File: config.mk
export PLATFORM = sky130hd
export DESIGN_NAME = uart_tx_fifo
export DESIGN_NICKNAME = d
export VERILOG_FILES = /design/src/rtl/uart_tx_fifo.sv
export SDC_FILE = /design/constraint.sdc
export NUM_CORES = 1
export LEC_CHECK = 0
export ABC_AREA = 1
export CORE_ASPECT_RATIO = 0.8
export CORE_UTILIZATION = 55
export CTS_CLUSTER_SIZE = 24
export DETAILED_ROUTE_END_ITERATION = 8
export GPL_TIMING_DRIVEN = 0
export PLACE_DENSITY = 0.75
export SYNTH_ARGS = -nofsm -noshare
export SYNTH_HDL_FRONTEND = slang
export SYNTH_SLANG_ARGS = --single-unit
File: constraint.sdc
create_clock -name clk -period 6.9 [get_ports clk]
set_input_delay 1.38 -clock clk [delete_from_list [all_inputs] [get_ports clk]]
set_output_delay 1.38 -clock clk [all_outputs]
set_load 0.05 [all_outputs]
File: src/rtl/uart_tx_fifo.sv
`default_nettype none
// ============================================================================
//  Module   : uart_tx_fifo
//  Purpose  : UART transmitter with a word FIFO in front of it. Frames are
//             start bit, DATA_WIDTH data bits LSB first, optional parity and
//             STOP_BITS stop bits. Queued words go out back-to-back with no
//             idle gap. A break request holds the line low and is honoured
//             only between frames.
//  Ports    : clk        - sole clock, rising edge
//             rst        - synchronous active-high reset
//             i_vld      - write request (accepted when o_rdy is high)
//             i_data     - word to transmit
//             o_rdy      - FIFO can accept a word
//             i_baud_div - clocks per bit, 0 = CLK_FREQ/BAUD_RATE, 1..15 -> 16
//             i_break    - request to hold the line low
//             o_busy     - frame or break in progress
//             o_fifo_cnt - words queued
//             tx         - registered serial line, idle high
//  Revision : 1.0 - initial release
// ============================================================================
module uart_tx_fifo #(
   parameter int    DATA_WIDTH   = 8,
   parameter string PARITY_CHECK = "NONE",
   parameter int    STOP_BITS    = 1,
   parameter int    FIFO_DEPTH   = 16,
   parameter int    CLK_FREQ     = 50000000,
   parameter int    BAUD_RATE    = 9600
) (
   input  logic                          clk,
   input  logic                          rst,
   input  logic                          i_vld,
   input  logic [DATA_WIDTH-1:0]         i_data,
   output logic                          o_rdy,
   input  logic [15:0]                   i_baud_div,
   input  logic                          i_break,
   output logic                          o_busy,
   output logic [$clog2(FIFO_DEPTH):0]   o_fifo_cnt,
   output logic                          tx
);

   localparam int AW       = $clog2(FIFO_DEPTH);
   localparam int DEF_DIV  = (BAUD_RATE > 0) ? (CLK_FREQ / BAUD_RATE) : 0;
   // 0 NONE, 1 ODD, 2 EVEN, 3 MARK, 4 SPACE, 7 illegal
   localparam int PAR_MODE = (PARITY_CHECK == "NONE")  ? 0 :
                             (PARITY_CHECK == "ODD")   ? 1 :
                             (PARITY_CHECK == "EVEN")  ? 2 :
                             (PARITY_CHECK == "MARK")  ? 3 :
                             (PARITY_CHECK == "SPACE") ? 4 : 7;
   localparam bit PAR_EN   = (PAR_MODE != 0);
   localparam bit PARAM_OK = (DATA_WIDTH >= 5) && (DATA_WIDTH <= 9) &&
                             (PAR_MODE != 7) &&
                             ((STOP_BITS == 1) || (STOP_BITS == 2)) &&
                             (FIFO_DEPTH >= 2) &&
                             ((FIFO_DEPTH & (FIFO_DEPTH - 1)) == 0) &&
                             (BAUD_RATE > 0) && (DEF_DIV >= 16) && (DEF_DIV <= 65535);

   localparam logic [15:0] DEF_DIV16 = 16'(DEF_DIV);
   localparam logic [AW:0] CNT_FULL  = (AW+1)'(FIFO_DEPTH);

   generate
      if (!PARAM_OK) begin : g_param_check
         $error("uart_tx_fifo: illegal parameter value or CLK_FREQ/BAUD_RATE < 16");
      end
   endgenerate

   typedef enum logic [2:0] {IDLE, START, DATA, PARITY, STOP, BREAK} state_t;

   // ---------------------------------------------------------------- FIFO
   logic [DATA_WIDTH-1:0] mem [FIFO_DEPTH];
   logic [AW-1:0]         wr_ptr;
   logic [AW-1:0]         rd_ptr;
   logic [AW:0]           cnt;
   logic                  push;
   logic                  pop;
   logic [DATA_WIDTH-1:0] head;

   assign o_rdy      = (cnt != CNT_FULL);
   assign o_fifo_cnt = cnt;
   assign push       = i_vld && o_rdy;
   assign head       = mem[rd_ptr];

   always_ff @(posedge clk) begin
      if (!rst && push)
         mem[wr_ptr] <= i_data;
   end

   // Power-of-two depth: pointers wrap naturally at AW bits.
   always_ff @(posedge clk) begin
      if (rst) begin
         wr_ptr <= '0;
         rd_ptr <= '0;
         cnt    <= '0;
      end else begin
         if (push)
            wr_ptr <= wr_ptr + 1'b1;
         if (pop)
            rd_ptr <= rd_ptr + 1'b1;
         if (push && !pop)
            cnt <= cnt + 1'b1;
         else if (pop && !push)
            cnt <= cnt - 1'b1;
      end
   end

   // ---------------------------------------------------------------- TX FSM
   state_t                state;
   logic [15:0]           div_q;
   logic [15:0]           baud_cnt;
   logic [DATA_WIDTH-1:0] shreg;
   logic                  par_bit;
   logic [3:0]            bit_idx;
   logic                  stop_idx;
   logic                  releasing;   // break released, sending the trailing high time
   logic [15:0]           eff_div;
   logic                  bit_end;
   logic                  at_bound;

   assign eff_div = (i_baud_div == 16'd0)  ? DEF_DIV16 :
                    (i_baud_div <  16'd16) ? 16'd16    : i_baud_div;
   assign bit_end = (baud_cnt == div_q - 16'd1);

   // Frame boundary: idle, last clock of the final stop bit, or last clock of
   // the post-break high time. Only here may a new frame or a break begin.
   assign at_bound = (state == IDLE) ||
                     ((state == STOP) && bit_end && (stop_idx == 1'(STOP_BITS - 1))) ||
                     ((state == BREAK) && releasing && bit_end);
   assign pop      = at_bound && (cnt != '0) && !i_break;
   assign o_busy   = (state != IDLE);

   function automatic logic parity_of(input logic [DATA_WIDTH-1:0] d);
      logic p;
      case (PAR_MODE)
         1:       p = ~^d;
         2:       p = ^d;
         3:       p = 1'b1;
         default: p = 1'b0;
      endcase
      return p;
   endfunction

   always_ff @(posedge clk) begin
      if (rst) begin
         state     <= IDLE;
         tx        <= 1'b1;
         div_q     <= 16'd16;
         baud_cnt  <= '0;
         shreg     <= '0;
         par_bit   <= 1'b0;
         bit_idx   <= '0;
         stop_idx  <= 1'b0;
         releasing <= 1'b0;
      end else if (at_bound) begin
         baud_cnt  <= '0;
         releasing <= 1'b0;
         if (pop) begin
            // Divisor and word are latched here so later i_baud_div changes
            // cannot disturb the frame in flight.
            state   <= START;
            tx      <= 1'b0;
            div_q   <= eff_div;
            shreg   <= head;
            par_bit <= parity_of(head);
         end else if (i_break) begin
            state <= BREAK;
            tx    <= 1'b0;
            div_q <= eff_div;
         end else begin
            state <= IDLE;
            tx    <= 1'b1;
         end
      end else begin
         baud_cnt <= bit_end ? 16'd0 : baud_cnt + 16'd1;
         case (state)
            START: begin
               if (bit_end) begin
                  state   <= DATA;
                  tx      <= shreg[0];
                  shreg   <= shreg >> 1;
                  bit_idx <= '0;
               end
            end
            DATA: begin
               if (bit_end) begin
                  if (bit_idx == 4'(DATA_WIDTH - 1)) begin
                     if (PAR_EN) begin
                        state <= PARITY;
                        tx    <= par_bit;
                     end else begin
                        state    <= STOP;
                        tx       <= 1'b1;
                        stop_idx <= 1'b0;
                     end
                  end else begin
                     tx      <= shreg[0];
                     shreg   <= shreg >> 1;
                     bit_idx <= bit_idx + 4'd1;
                  end
               end
            end
            PARITY: begin
               if (bit_end) begin
                  state    <= STOP;
                  tx       <= 1'b1;
                  stop_idx <= 1'b0;
               end
            end
            STOP: begin
               // Final stop bit end is handled as a boundary above.
               if (bit_end)
                  stop_idx <= 1'b1;
            end
            BREAK: begin
               if (!releasing) begin
                  baud_cnt <= '0;
                  if (!i_break) begin
                     releasing <= 1'b1;
                     tx        <= 1'b1;
                  end
               end
            end
            default: begin
               state <= IDLE;
               tx    <= 1'b1;
            end
         endcase
      end
   end

endmodule
`default_nettype wire
==> summary by stage <==
Status
The run finished with clean final reports.

Clock network
The number of buffers inserted by post-CTS setup repair is 0. The master cell of the clock root buffer is clkbuf_16. The clock tree from TritonCTS is yes. The clock drives 195 sinks.

In this run, post-CTS repair resized a total of 0 instances. The total of hold buffers inserted after clock tree synthesis is 0. The clock tree synthesis step divided the H-tree into 4 levels. The number of buffers inserted during clock tree synthesis is 17. The insertion delay to the later sink of the worst-skew pair is around 0.44 ns. The clock edge transition at the registers on the reported setup and hold paths is 0.07 ns.

The buffer depth of the longest clock path is 2.

Global routing
The highest-utilization routing layer at the global route stage is met1. The initial antenna violation count is 0. The residual overflow from global routing is 0. The largest net degree at the start of global routing is 17. The number of global-route vias before repair was 6154. Global routing used 41.7% of the available met1 tracks.

The global-route usage over all layers is a little over a quarter. The wire length of the first global-routing pass is 32.7 mm. In the global route stage, met3 resource usage came out at 6.62%. Global routing consumed, on the met2 layer, approximately two fifths of the routing resources.

Timing
Across all hold checks on the routed design, the worst slack comes to 0.481 ns. The post-layout minimum cycle time is 3.84 ns. Setup repair after global routing left no endpoint under its margin. The final max-slew violation count was 0. At the pin with the least slew margin, the transition time is 1.22 ns.

The total of endpoints with negative setup slack in the final report is 0. The clock tree skew after final layout is about 0.0098 ns. The final-layout setup total negative slack is 0 ns. Timing would allow up to 260 MHz. The relative slew slack is 18.0%. The share of the clock period used by the worst path is between 50% and 60%.

The hold violation count in the final report came to 0.

Synthesis
Counting every net in the synthesized netlist gives ~1000. The synthesis warning total is 0. The predominant post-synthesis flop cell is edfxtp_1. The sequential cell area fraction in the yosys report is 59.0%. The number of distinct library cell variants in the gate-level netlist after synthesis is 39. After synthesis, the largest area contributor takes up between 40 and 50% of total cell area. Counting flops with a built-in enable in the synthesized netlist gives 128. By area the synthesized netlist is led by edfxtp_1 44%, dfxtp_1 15%, nor2_1 8.0%. The post-synthesis async set-or-reset flop share is 0%. The flip-flop and latch count after synthesis is 195. The gate count after technology mapping is 949. The post-synthesis cell area is 8780 sq um. The cell taking the most area after synthesis is edfxtp_1. The per-instance average area after synthesis is 9.26 sq um.

Floorplanning
The die is 115 um tall. The number of standard-cell rows in the floorplan is 40. The number of top-level pins is 36. The region available for standard cell placement spans approximately 15000 sq um. The die covers 16500 sq um. The die is 143 um wide. The initial standard-cell utilization of the core is 57.4%.

Layout
With fillers left out, the area of the finished cells amounts to between 9000 and 10000 sq um. The growth of design area from synthesis to finish is 13.3%. For this run, the share of the core covered by cells in the final layout is 65.0%. Leaving out fill and tap cells, the most frequent cell in the layout is nor2_1. The finished layout holds roughly 1200 standard cells, fillers aside.

Cells with a size suffix above 1 make up 6.31% of the layout. In the layout the commonest cells are 188 x nor2_1, 148 x nand2_1, 128 x edfxtp_1. In the final design database the tool counted 1044 nets.

The number of antenna cells inserted is 0.

Route
The DRC violation count after routing is 0. For this block, the routed nets add up to 21.3 mm of wire. The average wire length per cell after detail routing is 17.4 um.

The routed layout has 6811 vias. In the routed layout, each cell is associated on average with a via count of approximately 5.6. The first detailed-routing pass took 5 iterations.

The remaining antenna violation count after routing is 0. The detailed router finished its first iteration with ~820 violations.

Worst setup path
The worst setup path is launched from a flip-flop. For flop-to-flop paths, the worst setup slack is 3.06 ns. The path depth of the worst reg2reg path is 25. The highest net fanout along the worst path is 10. For the worst setup path, the data required time is 7.22 ns. The type of the worst setup path is reg2reg. The startpoint of the worst register-to-register path is div_q[0]$_SDFFE_PP0P_. Tracing the worst setup path back leads to its startpoint at div_q[0]$_SDFFE_PP0P_. Data arrives at the worst endpoint at 4.16 ns. In this run the critical register-to-register path is captured at o_fifo_cnt[4]$_SDFFE_PP0P_. The termination of the worst setup path is o_fifo_cnt[4]$_SDFFE_PP0P_.

The kind of end point of the critical path is a flip-flop.

Placed design
The HPWL after detailed placement is approximately 15 mm. The placed instance count is 1194. The congestion estimate from routability-driven global placement came to 0.914. In this run the tool buffered the top-level ports with 35 buffer cells. The area after detailed placement is between 9000 and 10000 sq um.

Worst hold path
The worst hold-check path type is reg2reg.

Power and ir drop
The leakage power summed over all cells is 3.70 nW. Across the VDD grid, the largest voltage drop is 0.000261 V. The power per unit of standard cell area is 400 nW/um^2.

Run
The max-capacitance violation count is 0.
==> cell usage after synthesis (2+ instances only) <==
| master | instances |
|---|---|
| o21ai_1 | 13 |
| ha_1 | 12 |
| nor2_2 | 6 |
| nand3_1 | 21 |
| inv_1 | 80 |
| xnor2_1 | 10 |
| clkbuf_1 | 27 |
| a21oi_1 | 25 |
| buf_6 | 3 |
| nand3b_1 | 4 |
| edfxtp_1 | 128 |
| dfxtp_1 | 67 |
| o211ai_1 | 2 |
| o32ai_1 | 3 |
| nand4_1 | 5 |
| nor2_1 | 188 |
| a211oi_1 | 2 |
| o22ai_1 | 35 |
| buf_2 | 3 |
| nor2_4 | 2 |
| xor2_1 | 14 |
| o21ai_0 | 102 |
| nand2_2 | 3 |
| nand2_1 | 148 |
| nand3_2 | 3 |
| nor3_1 | 17 |
| o31ai_1 | 2 |
| o21ai_2 | 4 |
| nor4_1 | 5 |
| inv_2 | 6 |
==> metrics by stage <==
| stage | total power [mW] | worst slack (ns) |
|---|---|---|
| after global placement | 3.00 | 2.80 |
| after detailed placement | 3.03 | 2.98 |
| final | 3.98 | 3.06 |
| after floorplan | 2.59 | 3.75 |
| after CTS | 3.96 | 3.14 |
| after global routing | 4.22 | 2.69 |
==> registers in the layout, summed over array words and instances, names as in the netlist, 4 cells and up, named ones only <==
| register | flops |
|---|---|
| baud_cnt | 16 |
| bit_idx | 4 |
| div_q | 16 |
| mem | 128 |
| o_fifo_cnt | 5 |
| rd_ptr | 4 |
| shreg | 8 |
| wr_ptr | 4 |
==> critical path, cell delays in order, from the launching register on <==
cell      delay, ns
dfxtp_1        0.39
inv_2          0.08
ha_1           0.31
nand2_1        0.07
inv_1          0.04
nor2_1         0.08
nand2_1        0.06
nor2_1         0.10
nand3_1        0.07
nor2_1         0.24
nand2_1        0.11
nor2_2         0.19
nand3_2        0.14
nand2_4        0.15
nand3_2        0.20
ha_1           0.31
inv_1          0.11
ha_1           0.28
nand2_1        0.09
nor2_1         0.04
a211oi_1       0.24
nand2_1        0.10
nand2_1        0.08
nor2_1         0.05
o21ai_0        0.15
a21oi_1        0.05
==> final cells by class <==
type	instances	area (sq um)
inverter	86	323
buffer	34	154
fill	1298	5370
sequential	195	5180
timing repair buffer	35	350
clock inverter	12	109
tap	210	263
clock buffer	19	433
multi-input combinational	634	3130
==> metal layers <==
layer / routed length, um / up-vias
met2: 8810 / 293
met5: 0 / -
li1: - / 3317
met4: 294 / 0
met3: 2370 / 23
met1: 9790 / 3178
==> kinds of logic after synthesis <==
| logic type | count (synthesis) | share of synthesized area (%) |
|---|---|---|
| compound gates | 190 | 11.9 |
| fa+ha+maj | 13 | 1.94 |
| xor+xnor | 24 | 2.39 |
| buf+inv | 120 | 5.43 |
| flops | 195 | 59.0 |
| simple gates | 407 | 19.4 |
==> report_power, final <==
| group | internal [mW] | leakage (nW) | total (mW) | switching (mW) |
|---|---|---|---|---|
| clock | 0.496 | 0.252 | 0.929 | 0.433 |
| combinational | 0.511 | 1.74 | 1.60 | 1.08 |
| sequential | 1.36 | 1.70 | 1.45 | 0.0969 |
| total | 2.36 | 3.70 | 3.98 | 1.61 |
==> how the worst min path moves through the flow <==
stage                             end                   start  cells after the start  slack [ns]
3_3_place_gp          tx$_SDFFE_PP1P_   shreg[0]$_SDFFE_PP0P_                      2        0.46
6_report       div_q[15]$_SDFFE_PP0P_  div_q[15]$_SDFFE_PP0P_                      2        0.48
2_1_floorplan         tx$_SDFFE_PP1P_   shreg[0]$_SDFFE_PP0P_                      2        0.44
3_5_place_dp   div_q[15]$_SDFFE_PP0P_  div_q[15]$_SDFFE_PP0P_                      2        0.48
5_1_grt        baud_cnt[0]$_SDFF_PP0_  baud_cnt[0]$_SDFF_PP0_                      1        0.51
4_1_cts        div_q[15]$_SDFFE_PP0P_  div_q[15]$_SDFFE_PP0P_                      2        0.49
No activity file was read; power rests on OpenSTA's default activity.
